===== config.mk =====
export PLATFORM = sky130hd
export DESIGN_NAME = wash_cycle_controller
export DESIGN_NICKNAME = d
export VERILOG_FILES = /design/src/rtl/wash_cycle_controller.sv
export SDC_FILE = /design/constraint.sdc
export NUM_CORES = 1
export LEC_CHECK = 0
export BUFFER_PORTS_ARGS = -buffer_cell sky130_fd_sc_hd__buf_2
export CAP_MARGIN = 10
export CORE_ASPECT_RATIO = 1.2
export CORE_MARGIN = 3
export CORE_UTILIZATION = 50
export CTS_CLUSTER_DIAMETER = 60
export DETAILED_ROUTE_END_ITERATION = 8
export HOLD_SLACK_MARGIN = 0.03
export PLACE_DENSITY = 0.77
export SLEW_MARGIN = 5
export SYNTH_ARGS = -nofsm -noshare
export SYNTH_HDL_FRONTEND = slang
export SYNTH_SLANG_ARGS = --single-unit

===== constraint.sdc =====
create_clock -name clk -period 4.08 [get_ports clk]
set_input_delay 0.816 -clock clk [delete_from_list [all_inputs] [get_ports clk]]
set_output_delay 0.816 -clock clk [all_outputs]
set_load 0.02 [all_outputs]

===== src/rtl/wash_cycle_controller.sv =====
// Washing-machine sequencer: runs a stored preset through FILL, WASH, RINSE and SPIN.
// Phase lengths are counted in time units of TICK_DIV clock cycles.
module wash_cycle_controller #(
  parameter int TICK_DIV = 4
) (
  input  logic       clk,
  input  logic       rst_n,
  input  logic       start,
  input  logic [1:0] mode,
  input  logic       pause,
  input  logic       abort,
  output logic [1:0] preset_sel,
  input  logic [4:0] wash_in,
  input  logic [4:0] rinse_in,
  input  logic [4:0] spin_in,
  input  logic [4:0] cloth_in,
  output logic [2:0] phase,
  output logic [4:0] remaining,
  output logic       valve_open,
  output logic       motor_on,
  output logic       motor_fast,
  output logic       drain_open,
  output logic       busy,
  output logic       done
);

  typedef enum logic [2:0] {
    IDLE  = 3'd0,
    LOAD  = 3'd1,
    FILL  = 3'd2,
    WASH  = 3'd3,
    RINSE = 3'd4,
    SPIN  = 3'd5,
    DONE  = 3'd6,
    BAD   = 3'd7
  } phase_t;

  localparam logic [7:0] PRE_MAX = 8'(TICK_DIV - 1);

  phase_t     state, next_state;
  logic [7:0] prescaler;
  logic [4:0] rem_q;
  logic [4:0] wash_q, rinse_q, spin_q;
  logic       timed, kill, advance;
  logic [4:0] next_dur;

  assign timed   = (state == FILL) || (state == WASH) || (state == RINSE) || (state == SPIN);
  assign kill    = (abort && (state != IDLE)) || (state == BAD);
  assign advance = timed && !pause && (rem_q == 5'd0);

  always_ff @(posedge clk or negedge rst_n) begin
    if (!rst_n) state <= IDLE;
    else        state <= next_state;
  end

  always_comb begin
    next_state = state;
    case (state)
      IDLE:    if (start) next_state = LOAD;
      LOAD:    next_state = FILL;
      FILL:    if (advance) next_state = WASH;
      WASH:    if (advance) next_state = RINSE;
      RINSE:   if (advance) next_state = SPIN;
      SPIN:    if (advance) next_state = DONE;
      DONE:    next_state = IDLE;
      default: next_state = IDLE;
    endcase
    if (kill) next_state = IDLE;
  end

  // Duration to load when the current timed phase hands over to the next one.
  always_comb begin
    next_dur = 5'd0;
    case (state)
      FILL:    next_dur = wash_q;
      WASH:    next_dur = rinse_q;
      RINSE:   next_dur = spin_q;
      default: next_dur = 5'd0;
    endcase
  end

  // FILL's duration goes straight into remaining at LOAD, so it needs no separate copy.
  always_ff @(posedge clk or negedge rst_n) begin
    if (!rst_n) begin
      preset_sel <= 2'd0;
      rem_q      <= 5'd0;
      prescaler  <= 8'd0;
      wash_q     <= 5'd0;
      rinse_q    <= 5'd0;
      spin_q     <= 5'd0;
    end else if (kill) begin
      rem_q     <= 5'd0;
      prescaler <= 8'd0;
    end else if (state == IDLE) begin
      if (start) preset_sel <= mode;
    end else if (state == LOAD) begin
      wash_q    <= wash_in;
      rinse_q   <= rinse_in;
      spin_q    <= spin_in;
      rem_q     <= cloth_in;
      prescaler <= 8'd0;
    end else if (timed && !pause) begin
      if (rem_q == 5'd0) begin
        rem_q     <= next_dur;
        prescaler <= 8'd0;
      end else if (prescaler == PRE_MAX) begin
        prescaler <= 8'd0;
        rem_q     <= rem_q - 5'd1;
      end else begin
        prescaler <= prescaler + 8'd1;
      end
    end
  end

  always_comb begin
    phase      = state;
    remaining  = timed ? rem_q : 5'd0;
    valve_open = (state == FILL) || (state == RINSE);
    motor_on   = (state == WASH) || (state == RINSE);
    motor_fast = (state == SPIN);
    drain_open = (state == SPIN);
    busy       = (state != IDLE);
    done       = (state == DONE);
  end

endmodule


==> flow_metrics.tcl <==
set metrics [dict create \
    run_status "complete, no violations" \
    cell_type_with_the_largest_total_area_after_synthesis "dfrtp_1" \
    grt_first_pass_wirelength_mm 6.67 \
    worst_skew_pair.late_latency_ps 280 \
    finalCritPeriodShare_pct 66.9 \
    crit_path_end_kind "output port" \
    final-hold-violation-count 0 \
    critPathMaxFanout 16 \
    critical_path.startpoint "phase[1]" \
    syn-num-nets 210 \
    synth.top_cell.area_share_pct 43.8 \
    drtPass1Iterations 4 \
    post-route-min-period_ps 2730 \
    total_i_o_pin_count 43 \
    core-area_um2 3480 \
    global_route.usage.met3_pct 5.98 \
    cts_inserted_buffers 5 \
    fmaxAchievable_mhz 366 \
    vert_die_dim_um 73.3 \
    p_per_area_nw_per_um2 661 \
    final_antenna_net_count 0 \
    hold_path_startpoint "preset_sel[1]" \
    syn_avg_cell_area_um2 10.5 \
    synth.distinct_cells 47 \
    initial_utilization_pct 54.1 \
    n_antenna_cell 0 \
    met1_usage_pct 26.2 \
    critPathArrivalTime_ps 1910 \
    netlist_area_um2 1880 \
    grt_pass1_vias 1386 \
    hp-class "register to register" \
    grt_remaining_overflow 0 \
    final-setup-viol-count 0 \
    clock_tree_from_tritoncts "built" \
    port_buf_inserts 42 \
    cts.htree.levels 2 \
    dpl.cell_count 262 \
    grt_util_all_layers_pct 19.8 \
    synthToLayoutAreaGrowth_pct 15.2 \
    portion_of_the_post_synthesis_area_used_by_sequential_elements_pct 43.8 \
    async_flop_share_pct 100 \
    post_route_design_area_um2 2170 \
    worst_case_headroom_to_the_max_slew_limit_pct 22.3 \
    synth_enable_flop_cells 0 \
    cts_clock_pin_slew_for_the_worst_setup_and_hold_paths_ps 70 \
    vias 1475 \
    ctsResizeCount 0 \
    cts_sinks 33 \
    final_nets 249 \
    routedWlPerCell_um 14.4 \
    pin_count_of_the_biggest_net_entering_global_routing 34 \
    timing.final.max_slew_violations 0 \
    die-width_um 62.0 \
    grt_setup_unrepaired "false" \
    drt_iter0_drc 101 \
    dp_hpwl_mm 2.92 \
    reg_to_reg_start "phase[0]" \
    use_met2_pct 30.6 \
    gp_congestion 0.876 \
    busiest_layer "met2" \
    postCtsHoldBufs 0 \
    clock_tree.buffer_depth 2 \
    primary_flip_flop_cell_chosen_by_synthesis_mapping "dfrtp_1" \
    number_of_antenna_violations_at_the_first_check_in_global_routing 0 \
    ir_worst_vdd_uv 354 \
    required_time_at_the_worst_slack_endpoint_ps 3260 \
    synth_common_cells "dfrtp_1, mux2_2, nor2_1" \
    synth.top_cells.by_area "dfrtp_1, mux2_2, o2bb2ai_1" \
    critPathLaunchType "register" \
    clockRootBuffer "clkbuf_8" \
    placement.setup.worst_slack_ps 1650 \
    stdcell_count 270 \
    post-cts-setup-buffers 0 \
    viasPerCell 5.46 \
    placement.cell_area_um2 2090 \
    die_area_um2 4540 \
    std_cell_rows 23 \
    max_cap_check_violation_count 0 \
    power.total_mw 1.44 \
    cellLeakagePower_nw 0.983 \
    skew_ps 5.88 \
    setup_tns_ps 0 \
    post-route-drc-count 0 \
    worst_pin_slew_ps 1160 \
    synth.ff_latch_count 33 \
    netlist_instances 180 \
    post-route-worst-setup-slack_ps 1350 \
    drive_gt1_share_pct 36.4 \
    synthMostInstantiatedCell "dfrtp_1" \
    synthesis.yosys.warnings 0 \
    worstSetupPathType "register to output port" \
    drt_wl_total_mm 3.89 \
]
## worst max-delay path, cell delays in order (launching register included)
cell and delay [ps]:
dfrtp_1 620, nor2b_1 490, nor2_1 200, nor2_1 140, buf_2 180
## worst paths after layout
check                      cells past startpoint  slack, ps            end
setup / recovery                               4       1350     valve_open
hold / removal                                 1        500  preset_sel[1]
setup reg to reg                               3       1770      spin_q[2]
hold reg to reg                                1        500  preset_sel[1]
max in group asynchronous                      1       3020      spin_q[0]
min in group asynchronous                      1        590   prescaler[0]
## report_power, final
part / total (mW) / switching [mW] / internal, mW
registers: 0.564 / 0.112 / 0.452
clock network: 0.230 / 0.109 / 0.121
logic: 0.642 / 0.331 / 0.310
## cells by family (layout without fill, tap and decap cells)
| logic type | after synthesis | after routing | share of synthesized area (%) |
|---|---|---|---|
| xor gates and xnor gates | 4 | 4 | 1.86 |
| AOI/OAI and AO/OA | 45 | 45 | 17.2 |
| muxes | 21 | 21 | 12.5 |
| DFF | 33 | 33 | 43.8 |
| and+or+nand+nor | 58 | 58 | 17.7 |
| adders and majority gates | 3 | 3 | 1.99 |
| buffers and inverters | 16 | 56 | 4.91 |
## placed cells by master, fill, tap and decap left out, drive strengths merged
cell type,count
a22oi,2
or3,1
nor4,3
o41a,1
a31oi,2
a2bb2oi,1
a22o,3
or2,3
o22ai,2
nor2b,4
nor4b,1
o21a,1
clkbuf,8
nor3b,2
clkinv,1
o31ai,2
dfrtp,33
ha,3
nand2b,4
nor2,15
buf,43
a221oi,4
and2,3
or4b,2
inv,4
xnor2,4
and3,3
o21ai,9
nor3,3
nand2,9
mux2,21
o2bb2ai,7
a211oi,3
nand3b,1
nand3,3
a21oi,8
or4,1
## routing by layer
| layer | part of all wire, % | wire [um] |
|---|---|---|
| met1 | 42 | 1650 |
| met2 | 51 | 1970 |
| met3 | 5.5 | 212 |
| met4 | 1.4 | 55 |
| met5 | 0 | 0 |
## layout make-up
class / count / area (um2)
clock buffer: 8 / 80.1
inverter: 5 / 18.8
fill: 316 / 1310
timing repair buffer: 43 / 218
sequential: 33 / 826
multi-input combinational: 131 / 966
tap: 50 / 62.6
## stage by stage
step                      utilization, %  hold slack [ps]
after detailed placement            60.0              494
after global placement              60.0              485
final                               62.3              503
after floorplan                        -              464
after CTS                           62.3              508
after global routing                62.3              525
## flip-flops by register name, summed over array words and instances (netlist names)
name / count
prescaler: 8
rem_q: 5
spin_q: 5
wash_q: 5
rinse_q: 5
phase: 3
preset_sel: 2
(Power assumes the default switching activity.)
